### config.mk
export PLATFORM = sky130hd
export DESIGN_NAME = reg_file_sb
export DESIGN_NICKNAME = d
export VERILOG_FILES = /design/src/rtl/reg_file_sb.sv
export SDC_FILE = /design/constraint.sdc
export NUM_CORES = 1
export LEC_CHECK = 0
export CAP_MARGIN = 20
export CELL_PAD_IN_SITES_DETAIL_PLACEMENT = 0
export CELL_PAD_IN_SITES_GLOBAL_PLACEMENT = 2
export CORE_MARGIN = 2
export CORE_UTILIZATION = 31
export CTS_BUF_LIST = sky130_fd_sc_hd__clkbuf_2 sky130_fd_sc_hd__clkbuf_4 sky130_fd_sc_hd__clkbuf_8
export CTS_CLUSTER_SIZE = 10
export DETAILED_ROUTE_END_ITERATION = 8
export GPL_TIMING_DRIVEN = 0
export HOLD_SLACK_MARGIN = 0.05
export PLACE_DENSITY = 0.59
export SYNTH_ARGS = -nofsm -noshare
export SYNTH_HDL_FRONTEND = slang
export SYNTH_SLANG_ARGS = --single-unit
### constraint.sdc
create_clock -name clk -period 1.7 [get_ports clk]
set_input_delay 0.17 -clock clk [delete_from_list [all_inputs] [get_ports clk]]
set_output_delay 0.17 -clock clk [all_outputs]
set_load 0.01 [all_outputs]
### src/rtl/reg_file_sb.sv
// Clocked register file with a synchronous write port, bypassed combinational read ports and a busy scoreboard.
// Optional macro REG_ZERO_EN hardwires register 0 to zero and ignores claims of it.
module reg_file_sb #(
  parameter int          DATA_W     = 32,
  parameter int          ADDR_W     = 4,
  parameter int          NUM_RD     = 2,
  parameter logic [3:0]  INHIBIT_OP = 4'b1111
) (
  input  logic                       clk,
  input  logic                       rst_n,
  input  logic [3:0]                 opcode,
  input  logic                       wr_en,
  input  logic [ADDR_W-1:0]          wr_addr,
  input  logic [DATA_W-1:0]          wr_data,
  input  logic                       claim_en,
  input  logic [ADDR_W-1:0]          claim_addr,
  input  logic [NUM_RD*ADDR_W-1:0]   rd_addr,
  output logic [NUM_RD*DATA_W-1:0]   rd_data,
  output logic [NUM_RD-1:0]          rd_busy,
  output logic                       any_busy,
  output logic [15:0]                wr_count
);

  localparam int DEPTH = 2**ADDR_W;

  logic [DATA_W-1:0] mem [DEPTH];
  logic [DEPTH-1:0]  busy;
  logic [DEPTH-1:0]  busy_nxt;
  logic [15:0]       count;
  logic              wr_fire;
  logic              claim_fire;
  logic              wr_store;
  logic              claim_set;

  // Gating with rst_n keeps the bypass paths quiet while reset is held.
  assign wr_fire    = rst_n && wr_en    && (opcode != INHIBIT_OP);
  assign claim_fire = rst_n && claim_en && (opcode != INHIBIT_OP);

`ifdef REG_ZERO_EN
  assign wr_store  = wr_fire    && (wr_addr    != '0);
  assign claim_set = claim_fire && (claim_addr != '0);
`else
  assign wr_store  = wr_fire;
  assign claim_set = claim_fire;
`endif

  always_ff @(posedge clk or negedge rst_n) begin
    if (!rst_n) begin
      for (int i = 0; i < DEPTH; i++) mem[i] <= '0;
    end else if (wr_store) begin
      mem[wr_addr] <= wr_data;
    end
  end

  // Claim is applied after the clear so a same-address claim keeps the register busy.
  always_comb begin
    busy_nxt = busy;
    if (wr_fire)   busy_nxt[wr_addr]    = 1'b0;
    if (claim_set) busy_nxt[claim_addr] = 1'b1;
  end

  always_ff @(posedge clk or negedge rst_n) begin
    if (!rst_n) begin
      busy  <= '0;
      count <= '0;
    end else begin
      busy <= busy_nxt;
      if (wr_fire) count <= count + 16'd1;
    end
  end

  assign any_busy = |busy;
  assign wr_count = count;

  for (genvar i = 0; i < NUM_RD; i++) begin : g_rd
    logic [ADDR_W-1:0] ra;
    logic              hit;
    assign ra  = rd_addr[i*ADDR_W +: ADDR_W];
    assign hit = wr_fire && (wr_addr == ra);
`ifdef REG_ZERO_EN
    assign rd_data[i*DATA_W +: DATA_W] = (ra == '0) ? '0 : (hit ? wr_data : mem[ra]);
`else
    assign rd_data[i*DATA_W +: DATA_W] = hit ? wr_data : mem[ra];
`endif
    assign rd_busy[i] = busy[ra] && !hit;
  end

endmodule

==> results.txt, run 1 <==
- At the end of routability-driven placement, the weighted congestion stood at 0.786.
- Area of the core: 0.0946 sq mm
- Total power density per cell area: 1140 mW/mm^2
- Post-Place Worst Slack: -2420 ps
* Clock latency reported for the late side of the worst-skew pair: 720 ps
- Critical path launch point type: flop
* Number of buffers added by the clock tree synthesis step: 104
* Number of optimization iterations in the first detailed-route pass: 8
- Synthesis produced 1900 cells.
- The final reports fail on setup timing.
* Clock tree root buffer cell: sky130_fd_sc_hd__clkbuf_8
- The worst setup path is of the reg -> out kind.
* Most used DFF post-synth: sky130_fd_sc_hd__dfrtp_1
* Number of max-capacitance violations reported: 0
- At the end of the flow, the number of nets in the layout was 2295.
- Of the cells placed in the final design, the portion with a size suffix greater than 1 is 0.620.
- Summed over all layers, the routed wires come to 111 mm.
- For this run, the total global-route usage over all layers was measured as 0.228.
- Pint: 30.3 mW
* Synthesized cell area: 0.0294 sq mm
- Total number of yosys warnings: 0
- Number of buffers on the longest clock path: 3
- Number of max-slew violations in the final report: 0
- Static timing analysis puts the maximum clock frequency at 0.371 GHz.
- After legalization and detailed placement, the total HPWL measured 72.9 mm.
- Summing all flip-flop and latch instances after layout gives 0.0136 sq mm.
* Starting DRT DRC Count: 1185
- Leftover overflow at the end of global routing: 0
- After detailed routing, the average wire length per cell comes to 30.9 um.
- After layout, the worst setup slack is -993 ps.
* Post-synth EDFFs: 0
- Clock share of power: 0.337
* Total via count after detailed routing: 19600
* Crit path DAT: 2520 ps
- By count the netlist is led by 544 x sky130_fd_sc_hd__dfrtp_1, 543 x sky130_fd_sc_hd__mux2_2, 262 x sky130_fd_sc_hd__mux4_2.
* Final hold violations: 0
* Unique masters post-synth: 39
* Initial antenna violation count: 2
* Pin count of the biggest net entering global routing: 122
* First-pass GRT wire length: 159 mm
* Required time at the endpoint of the critical path: 1530 ps
* Library cell occupying the most area in the post-synthesis netlist: sky130_fd_sc_hd__dfrtp_1
- The flow ran to the end, but the final reports show violations.
* Smallest hold slack: 99.4 ps
* Clock edge transition at the registers on the reported setup and hold paths: 60 ps
- Buffers added on ports: 128
- For the pin with the worst max-slew slack, the measured transition is 837 ps.
* Leakage power: 16.1 nW
- Summing all multi-input logic gate instances after layout gives 0.0155 sq mm.
* Fraction of power spent switching nets: 0.286
* Layout area overhead: 26.2%
* Combinational share of power: 0.254
- Count of filler cells inserted in the layout: 8854
- Setup violations remaining at the end of the flow were counted as 67.
* Proportion of register bits with asynchronous set or reset after synthesis: 1.00
- Initial Utilization: 0.311
- Fraction of the yosys area taken by sequential cells: 0.462
- DRC viols: 0
- The share of synthesized area in the top cell type comes to 0.462.
- Top cells by area, synth: sky130_fd_sc_hd__dfrtp_1 46%, sky130_fd_sc_hd__mux2_2 21%, sky130_fd_sc_hd__mux4_2 20%, sky130_fd_sc_hd__a22oi_1 3.2%, sky130_fd_sc_hd__clkbuf_1 1.0%
- Width of the die: 312 um
- TritonCTS built the clock tree.
* Post-Synthesis Mean Instance Area: 15.5 sq um
- For this design the total switching power over the nets is 12.1 mW.
* Share of the clock period used by the worst path after layout: 1.58
- The die covers 0.0974 sq mm.
- The die is 312 um tall.
- On the final layout, the worst clock skew is 5.25 ps.
- Sequential share of power: 0.409
* Worst relative slew slack: 0.440
- Total number of clock tree sinks: 544
- Vias in the first global route: 21400
* Syn nets: 1957
* DRT antenna net count: 0
- Number of flip-flops and latches in the synthesized netlist: 544
- Detail-routed via count per cell: 5.45
* Ports: 139
- The clock tree synthesis step divided the H-tree into 3 levels.
- Setup repair after global routing could not meet its margin everywhere.
- Subtracting the final worst setup slack from the clock period gives 2690 ps.
* Row Count: 113
* Most frequently used cell type in the post-synthesis netlist: sky130_fd_sc_hd__dfrtp_1
* Type of the tightest min-delay check: in -> reg
- Highest ir drop seen on vdd: 0.619 mV
* Crit. End Element: output pin
- Maximum fanout along the worst path: 2
[flip-flops by register name (all words and copies together), names as in the netlist]
name      count
wr_count     16
mem         512
busy         16
[final cells by class]
class                           instances  area share
Buffer                                182      0.0395
Sequential cell                       544       0.366
Antenna cell                            2    0.000135
Timing Repair Buffer                  233      0.0699
Multi-Input combinational cell       1160       0.418
Clock buffer                          175      0.0579
Tap cell                             1265      0.0426
Clock inverter                         14     0.00407
Inverter                               13     0.00131
[kinds of logic after synthesis]
family                     synth area share
muxes                                 0.427
buffers and inverters                0.0358
and+or+nand+nor                      0.0311
AOI/OAI and AO/OA                    0.0364
xor gates and xnor gates            0.00684
adders and majority gates          0.000425
DFF                                   0.462
[power by group through the flow]
stage	combinational [mW]	sequential, mW	clock, mW
floorplan	6.63	17.0	0
global placement	9.29	17.3	0
detailed placement	9.84	17.6	0
CTS	10.7	17.3	14.7
global route	11.4	17.7	15.3
finish	10.8	17.4	14.3
[cell usage in the layout, fill, tap and decap left out, types with 16 or more instances in the layout]
cell type                         count
sky130_fd_sc_hd__buf_8               25
sky130_fd_sc_hd__mux2_4              64
sky130_fd_sc_hd__nand2_1             73
sky130_fd_sc_hd__clkdlybuf4s50_1     42
sky130_fd_sc_hd__dfrtp_1            541
sky130_fd_sc_hd__a22oi_2             96
sky130_fd_sc_hd__clkbuf_1            44
sky130_fd_sc_hd__buf_4               96
sky130_fd_sc_hd__clkbuf_2            24
sky130_fd_sc_hd__mux4_2             268
sky130_fd_sc_hd__a22oi_1             28
sky130_fd_sc_hd__clkbuf_4            58
sky130_fd_sc_hd__dlygate4sd2_1       16
sky130_fd_sc_hd__mux2_2             486
sky130_fd_sc_hd__buf_12              19
sky130_fd_sc_hd__mux2_1              26
sky130_fd_sc_hd__buf_6               95
sky130_fd_sc_hd__clkbuf_8           135
[critical path: stages (launching register included)]
cell                      delay, ps
sky130_fd_sc_hd__dfrtp_1        390
sky130_fd_sc_hd__mux4_2         490
sky130_fd_sc_hd__mux4_2         490
sky130_fd_sc_hd__mux2_4         290
sky130_fd_sc_hd__buf_6          120
[metrics by stage]
step	util	setup TNS, ps	power [mW]	instances	cell area, sq um
after global placement	0.346	-	26.6	3293	32700
after detailed placement	0.349	-944440	27.4	3310	33100
after global routing	0.393	-58410	44.5	3587	37200
after floorplan	-	-3700	23.6	1900	29900
final	0.393	-53360	42.5	3588	37200
after CTS	0.389	-87500	42.7	3579	36800
[final timing paths]
kind,endpoint,cells past startpoint,slack (ps),startpoint
worst max-delay path,rd_data[43],4,-990,mem[11]
worst min-delay path,busy[0],4,100,wr_addr[3]
worst max register to register,wr_count[13],5,70,wr_count[4]
worst min register to register,wr_count[15],1,480,wr_count[15]
max in group asynchronous,mem[144],8,160,rst_n
min in group asynchronous,mem[384],3,110,rst_n
[layer usage]
metal | GRT usage | part of all wire
met1 | 0.304 | 0.44
met2 | 0.374 | 0.48
met3 | 0.0357 | 0.044
met4 | 0.0896 | 0.041
met5 | 0 | 0.00012
[timing repair]
item	CTS	global route
buffers inserted	66	6
endpoints found under the hold margin	376	0
gates cloned	3	1
gates resized for setup	529	78
hold buffers	12	0
pin swaps	115	55
setup endpoints to repair	617	551
Note: power is estimated with default switching activity, not from simulation.
==> run 2, diff against run 1 <==
--- a/config.mk
+++ b/config.mk
@@ -6,8 +6,6 @@
 export NUM_CORES = 1
 export LEC_CHECK = 0
 export CAP_MARGIN = 20
-export CELL_PAD_IN_SITES_DETAIL_PLACEMENT = 0
-export CELL_PAD_IN_SITES_GLOBAL_PLACEMENT = 2
 export CORE_MARGIN = 2
 export CORE_UTILIZATION = 31
 export CTS_BUF_LIST = sky130_fd_sc_hd__clkbuf_2 sky130_fd_sc_hd__clkbuf_4 sky130_fd_sc_hd__clkbuf_8
@@ -15,7 +13,7 @@
 export DETAILED_ROUTE_END_ITERATION = 8
 export GPL_TIMING_DRIVEN = 0
 export HOLD_SLACK_MARGIN = 0.05
-export PLACE_DENSITY = 0.59
+export PLACE_DENSITY = 0.45
 export SYNTH_ARGS = -nofsm -noshare
 export SYNTH_HDL_FRONTEND = slang
 export SYNTH_SLANG_ARGS = --single-unit
==> constraint.sdc (replaced) <==
create_clock -name clk -period 3.47 [get_ports clk]
set_input_delay 0.347 -clock clk [delete_from_list [all_inputs] [get_ports clk]]
set_output_delay 0.347 -clock clk [all_outputs]
set_load 0.01 [all_outputs]
==> results.txt, run 2 (synthesis results as in run 1) <==
- Post-layout instance area: 0.0350 sq mm (was 0.0372 sq mm)
* Total number of clock tree sinks: 544 (unchanged)
- The max-slew violation count was 0 (unchanged).
- Outcome: finished, violations left (unchanged).
- Worst-margin pin slew: 1060 ps (was 837 ps)
- Detail-routed net length per standard cell: 31.4 um (was 30.9 um)
- The DRC marker count from the first detailed-route iteration came to 1533 (was 1185).
* Initial Utilization: 0.311 (unchanged)
* Initial antenna violation count: 3 (was 2)
* Clock tree root buffer cell: sky130_fd_sc_hd__clkbuf_8 (unchanged)
- The maximum fanout encountered on the critical timing path is 10 (was 2).
- Leftover overflow at the end of global routing: 0 (unchanged)
- The final wirelength is 110 mm (was 111 mm).
* Maximum level of the CTS H-tree: 3 (unchanged)
- The die boundary width was 312 um (unchanged).
- Leakage power: 14.9 nW (was 16.1 nW)
- The worst setup skew after layout is 12.3 ps (was 5.25 ps).
- The critical path start-end classification is in -> out (was reg -> out).
- The critical path endpoint category is an output pin (unchanged).
* Pin count of the biggest net entering global routing: 113 (was 122)
* Critical-path cell list: clkdlybuf4s50_1 -> buf_4 -> nor2b_2 -> buf_2 -> a22oi_1 -> nand2_1 -> mux2_2 -> clkdlybuf4s50_1 (was mux4_2 -> mux4_2 -> mux2_4 -> buf_6)
- First-pass GRT wire length: 156 mm (was 159 mm)
* Clock latency reported for the late side of the worst-skew pair: 730 ps (was 720 ps)
- Required time at the endpoint of the critical path: 3120 ps (was 1530 ps)
* Total power density per cell area: 568 mW/mm^2 (was 1140 mW/mm^2)
- The startpoint of the worst register-to-register path was wr_count[0] (was wr_count[4]).
- Overall power of the completed layout: 19.9 mW (was 42.5 mW)
- The clock-pin transition on the worst setup and hold timing paths came to 60 ps (about the same).
- Post-Place Cells: 3309 (was 3310)
- The relative slew slack was 0.293 (was 0.440).
* Ports: 139 (unchanged)
* Layout area overhead: 19.0% (was 26.2%)
- Vias in the first global route: 21100 (was 21400)
- The startpoint of the worst setup timing path is rd_addr[6] (was mem[11]).
* Number of max-capacitance violations reported: 0 (unchanged)
* Non-filler instance count after layout: 3497 (was 3588)
- The via-per-instance ratio came to 5.60 (was 5.45).
- Area of the core: 0.0946 sq mm (unchanged)
- Leading cell type in the layout, fill and taps excluded: sky130_fd_sc_hd__dfrtp_1 (unchanged)
- GRT Resource Usage Total: 0.226 (was 0.228)
* Highest cell delay on the worst timing path: 610 ps (was 490 ps)
- Counting I/O delays and the setup requirement, the final critical path takes 3490 ps.
- Final hold violations: 0 (unchanged)
* DRT antenna net count: 0 (unchanged)
- Violations in the final reports: setup timing (unchanged).
- The hold path startpoint is wr_addr[2] (was wr_addr[3]).
* Most flop-heavy register: mem (unchanged)
- Buffers added on ports: 128 (unchanged)
* Estimated wirelength of the detail-placed design: 72.6 mm (was 72.9 mm)
* Placed cell area: 0.0326 sq mm (was 0.0331 sq mm)
- The worst path arrival time came to 3140 ps (was 2520 ps).
* Final Worst Setup Slack: -15.3 ps (was -993 ps)
- Flip-flop count of the largest register, all copies and words added: 512 (unchanged)
* Clock tree from TritonCTS: yes (unchanged)
- The cell with the biggest individual delay on the critical path is sky130_fd_sc_hd__clkdlybuf4s50_1 (was sky130_fd_sc_hd__mux4_2).
* Number of buffers on the longest clock path: 3 (unchanged)
- The worst slack on hold paths is 208 ps (was 99.4 ps).
- Total via count after detailed routing: 19600 (about the same)
- Setup repair after global routing missed its margin: yes (unchanged).
* Net count, final: 2212 (was 2295)
- The share of cells above drive strength 1 came to 0.524 (was 0.620).
- Dominant cell type by count on the critical path: sky130_fd_sc_hd__clkdlybuf4s50_1 (was sky130_fd_sc_hd__mux4_2)
- The number of buffers added by the clock tree synthesis step was 105 (was 104).
* Full die area: 0.0974 sq mm (unchanged)
- Final setup violating endpoints: 2 (was 67)
- The number of remaining DRC errors came to 0 (unchanged).
* Commonest non-fill, non-tap cells in the layout: 544 x sky130_fd_sc_hd__dfrtp_1, 543 x sky130_fd_sc_hd__mux2_2, 262 x sky130_fd_sc_hd__mux4_2, 132 x sky130_fd_sc_hd__clkbuf_8, 126 x sky130_fd_sc_hd__clkdlybuf4s50_1 (was 541 x sky130_fd_sc_hd__dfrtp_1, 486 x sky130_fd_sc_hd__mux2_2, 268 x sky130_fd_sc_hd__mux4_2, 135 x sky130_fd_sc_hd__clkbuf_8)
* Upper clock frequency limit: 0.287 GHz
* Highest ir drop seen on vdd: 0.273 mV (was 0.619 mV)
- The weighted congestion reported at the end of routability-driven placement is 0.805 (was 0.786).
- Dividing the final minimum period by the clock period gives 1.00.
- The detailed-routing iteration count for the pre-antenna-repair pass was 5 (was 8).
* Die H: 312 um (unchanged)
* Type of the tightest min-delay check: in -> reg (unchanged)
* Critical path launch point type: input pin (was flop)
- The count of standard-cell rows is 113 (unchanged).
## run 2: cell type report
type / count / area (sq um)
tap: 1265 / 1580
clock inverter: 11 / 76.3
inverter: 13 / 48.8
antenna: 3 / 7.51
clock buffer: 170 / 2100
buffer: 183 / 1130
fill: 8985 / 59600
multi-input combinational: 1160 / 14800
timing repair buffer: 148 / 1680
sequential: 544 / 13600
## run 2: critical path: cells and delay by family
kind,cells,cell delay [ps]
simple gates,2,420
buf+inv,4,1970
compound gates,1,160
mux,1,220
## run 2: metal layers
layer,part of all wire,track usage,vias to the layer above
met1,0.44,0.310,10700
li1,-,-,7948
met3,0.052,0.0440,193
met2,0.47,0.362,681
met5,0,0,-
met4,0.030,0.0679,0
## run 2: repair_timing
item / 4_1_cts / 5_1_grt
gates cloned: 1 / 0
buffers inserted: 0 / 0
endpoints found under the hold margin: 379 / 0
resized for setup: 65 / 26
hold buffers: 3 / 0
setup endpoints to repair: 66 / 40
## run 2: metrics by stage
| step | utilization | setup WS (ps) | TNS [ps] |
|---|---|---|---|
| 4_1_cts | 0.370 | 5.18 | 0 |
| 2_1_floorplan | - | 1240 | 0 |
| 5_1_grt | 0.370 | -23.0 | -74.6 |
| 3_3_place_gp | 0.342 | -27670 | - |
| 3_5_place_dp | 0.345 | -960 | -62700 |
| 6_report | 0.370 | -15.3 | -28.1 |
## run 2: path summary, 6_finish.rpt
check                          endpoint  depth (start not counted)  slack (ps)
min in group asynchronous      mem[387]                          4         440
max in group asynchronous      mem[336]                          7        1450
hold reg to reg            wr_count[15]                          1         480
setup reg to reg           wr_count[10]                          5        1640
hold / removal                 mem[416]                          3         210
setup / recovery            rd_data[52]                          8         -20
## run 2: where the power goes
part / internal (mW) / switching [mW]
logic: 2.79 / 1.87
clock network: 3.80 / 2.92
registers: 7.60 / 0.935
total: 14.2 / 5.72
==> run 3, diff against run 2 <==
--- a/config.mk
+++ b/config.mk
@@ -13,7 +13,7 @@
 export DETAILED_ROUTE_END_ITERATION = 8
 export GPL_TIMING_DRIVEN = 0
 export HOLD_SLACK_MARGIN = 0.05
-export PLACE_DENSITY = 0.45
+export PLACE_DENSITY = 0.46
 export SYNTH_ARGS = -nofsm -noshare
 export SYNTH_HDL_FRONTEND = slang
 export SYNTH_SLANG_ARGS = --single-unit
==> constraint.sdc (replaced) <==
create_clock -name clk -period 3 [get_ports clk]
set_input_delay 0.3 -clock clk [delete_from_list [all_inputs] [get_ports clk]]
set_output_delay 0.3 -clock clk [all_outputs]
set_load 0.01 [all_outputs]
==> results.txt, run 3 (synthesis results as in run 1) <==
- Required time at the endpoint of the critical path: 3600 ps (was 3120 ps)
- The CTS H-tree depth came to 3 (unchanged).
* Width of the die: 312 um (unchanged)
* Number of max-capacitance violations reported: 0 (unchanged)
- The total congestion overflow after global routing was 0 (unchanged).
* Initial antenna violation count: 3 (unchanged)
- The buffer type at the clock tree root is sky130_fd_sc_hd__clkbuf_8 (unchanged).
- Leakage power: 15.4 nW (was 14.9 nW)
- Final setup violating endpoints: 0 (was 2)
* Register-to-Register Path Depth: 5 (unchanged)
- The max-slew violation count is 0 (unchanged).
* Flip-flop count of the largest register, all copies and words added: 512 (unchanged)
- Highest ir drop seen on vdd: 0.295 mV (was 0.273 mV)
* Maximum fanout along the worst path: 10 (unchanged)
- Total power density per cell area: 649 mW/mm^2 (was 568 mW/mm^2)
- Vias in the first global route: 21000 (was 21100)
- The count of buffers from port buffering came to 128 (unchanged).
* Count of filler cells inserted in the layout: 8892 (was 8985)
* Initial Utilization: 0.311 (unchanged)
- Sum of negative setup slack: 0 ps (was -28.1 ps)
- The DRC marker count from the first detailed-route iteration was 1510 (was 1533).
- Layout area overhead: 21.3% (was 19.0%)
- Ports: 139 (unchanged)
* Detailed-route wire length: 109 mm (was 110 mm)
* Crit path DAT: 3550 ps (was 3140 ps)
* Row Count: 113 (unchanged)
* Clock tree from TritonCTS: yes (unchanged)
* Pin count of the biggest net entering global routing: 118 (was 113)
- The area enclosed by the die boundary was 0.0974 sq mm (unchanged).
- The worst hold-check path type was in -> async (was in -> reg).
- Setup repair after global routing missed its margin: no (was yes)
- The clock-pin transition on the worst setup and hold timing paths is 60 ps (about the same).
- Layout cells sized above 1: 0.548 (was 0.524)
- The standard cell core area is 0.0946 sq mm (unchanged).
* Placed cell area: 0.0326 sq mm (about the same)
* Worst relative slew slack: 0.321 (was 0.293)
* Outcome: completed (was finished, violations left)
- Final hold violations: 0 (unchanged)
* Upper clock frequency limit: 0.339 GHz
- The height of the die was 312 um (unchanged).
* Multi-input logic area: 0.0150 sq mm (was 0.0148 sq mm)
* GRT Resource Usage Total: 0.225 (was 0.226)
* Estimated wirelength of the detail-placed design: 71.5 mm (was 72.6 mm)
- Tmin final: 2950 ps
- The slew at the pin closest to its max-slew limit is 1010 ps (was 1060 ps).
* Gpl congestion: 0.808 (was 0.805)
* Most flop-heavy register: mem (unchanged)
* Post-layout instance area: 0.0357 sq mm (was 0.0350 sq mm)
* Worst setup path class: in -> reg (was in -> out)
* Total number of clock tree sinks: 544 (unchanged)
- The worst slack on hold paths came to 75.5 ps (was 208 ps).
- The worst setup skew after layout was 8.39 ps (was 12.3 ps).
* Clock latency reported for the late side of the worst-skew pair: 730 ps (about the same)
- The routed length per placed instance is 31.0 um (was 31.4 um).
- The number of nets with antenna violations after routing was 0 (unchanged).
* Number of buffers on the longest clock path: 3 (unchanged)
- Critical path launch point type: input pin (unchanged)
- Number of optimization iterations in the first detailed-route pass: 5 (unchanged)
- The number of buffers added by the clock tree synthesis step is 104 (was 105).
* Total via count after detailed routing: 19600 (about the same)
- The most common cell after layout, fill and taps aside is sky130_fd_sc_hd__dfrtp_1 (unchanged).
- Dividing the final minimum period by the clock period gives 0.982.
* FF+latch area: 0.0136 sq mm (unchanged)
- The total number of nets in the final design is 2230 (was 2212).
* Commonest non-fill, non-tap cells in the layout: 544 x sky130_fd_sc_hd__dfrtp_1, 543 x sky130_fd_sc_hd__mux2_2, 265 x sky130_fd_sc_hd__mux4_2, 143 x sky130_fd_sc_hd__clkbuf_8, 92 x sky130_fd_sc_hd__a22oi_1 (was 544 x sky130_fd_sc_hd__dfrtp_1, 543 x sky130_fd_sc_hd__mux2_2, 262 x sky130_fd_sc_hd__mux4_2, 132 x sky130_fd_sc_hd__clkbuf_8, 126 x sky130_fd_sc_hd__clkdlybuf4s50_1)
- The wire length of the first global-routing pass is 156 mm (about the same).
- Crit. End Element: flop (was output pin)
- The post-route total power is 23.2 mW (was 19.9 mW).
- The number of remaining DRC errors was 0 (unchanged).
* Detail-routed via count per cell: 5.57 (was 5.60)
==> run 3: cell count changes in the layout (fill, tap and decap cells not counted), moves of 11 or more <==
cell                              change
sky130_fd_sc_hd__a22oi_1             -32
sky130_fd_sc_hd__buf_12              +11
sky130_fd_sc_hd__a22oi_2             +32
sky130_fd_sc_hd__clkbuf_8            +11
sky130_fd_sc_hd__clkdlybuf4s50_1     -67
sky130_fd_sc_hd__dlygate4sd2_1       +62
==> run 3: report_power, final <==
group	total (mW)	switching, mW	internal (mW)
clock	7.95	3.39	4.56
sequential	9.86	1.07	8.79
combinational	5.36	2.20	3.16
==> run 3: path summary, 6_finish.rpt <==
| check | start | slack (ps) | endpoint |
|---|---|---|---|
| worst min register to register | wr_count[15] | 480 | wr_count[15] |
| worst min-delay path | rst_n | 80 | mem[390] |
| max in group asynchronous | rst_n | 1560 | mem[175] |
| worst max register to register | wr_count[0] | 1220 | wr_count[10] |
| worst max-delay path | opcode[3] | 50 | mem[466] |
| min in group clk | wr_addr[2] | 140 | mem[511] |
==> run 3: layer usage <==
metal	vias up	GRT usage	part of all wire
li1	7981	-	-
met1	10800	0.306	0.44
met2	690	0.357	0.47
met3	187	0.0500	0.061
met4	2	0.0719	0.029
met5	-	0	0.000092
==> run 3: through the flow <==
| stage | setup slack [ps] | instances | utilization |
|---|---|---|---|
| finish | 54.0 | 3523 | 0.377 |
| global route | 13.3 | 3523 | 0.377 |
| CTS | 0.487 | 3517 | 0.377 |
| detailed placement | -1970 | 3308 | 0.345 |
| global placement | -27710 | 3293 | 0.342 |
| floorplan | 861 | 1900 | - |
==> run 3: worst max-delay path, stage by stage <==
cell,delay (ps)
sky130_fd_sc_hd__clkdlybuf4s50_1,440
sky130_fd_sc_hd__nand4_1,560
sky130_fd_sc_hd__nand3_1,210
sky130_fd_sc_hd__buf_4,260
sky130_fd_sc_hd__nor4_4,780
sky130_fd_sc_hd__buf_2,580
sky130_fd_sc_hd__mux2_2,400
==> run 3: cell type report <==
| type | count | area share |
|---|---|---|
| timing repair buffer | 167 | 0.0553 |
| inverter | 13 | 0.00137 |
| antenna | 5 | 0.000351 |
| multi-input combinational | 1160 | 0.419 |
| tap | 1265 | 0.0443 |
| sequential | 544 | 0.381 |
| clock inverter | 11 | 0.00182 |
| buffer | 183 | 0.0347 |
| clock buffer | 175 | 0.0613 |
==> run 3: timing repair <==
| item | CTS | global route |
|---|---|---|
| endpoints found under the setup margin | 207 | 3 |
| buffers inserted | 5 | 0 |
| hold endpoints to repair | 274 | 0 |
| gates cloned | 5 | 0 |
| hold buffers | 13 | 0 |
| gates resized for setup | 223 | 5 |
| pin swaps | 7 | 0 |
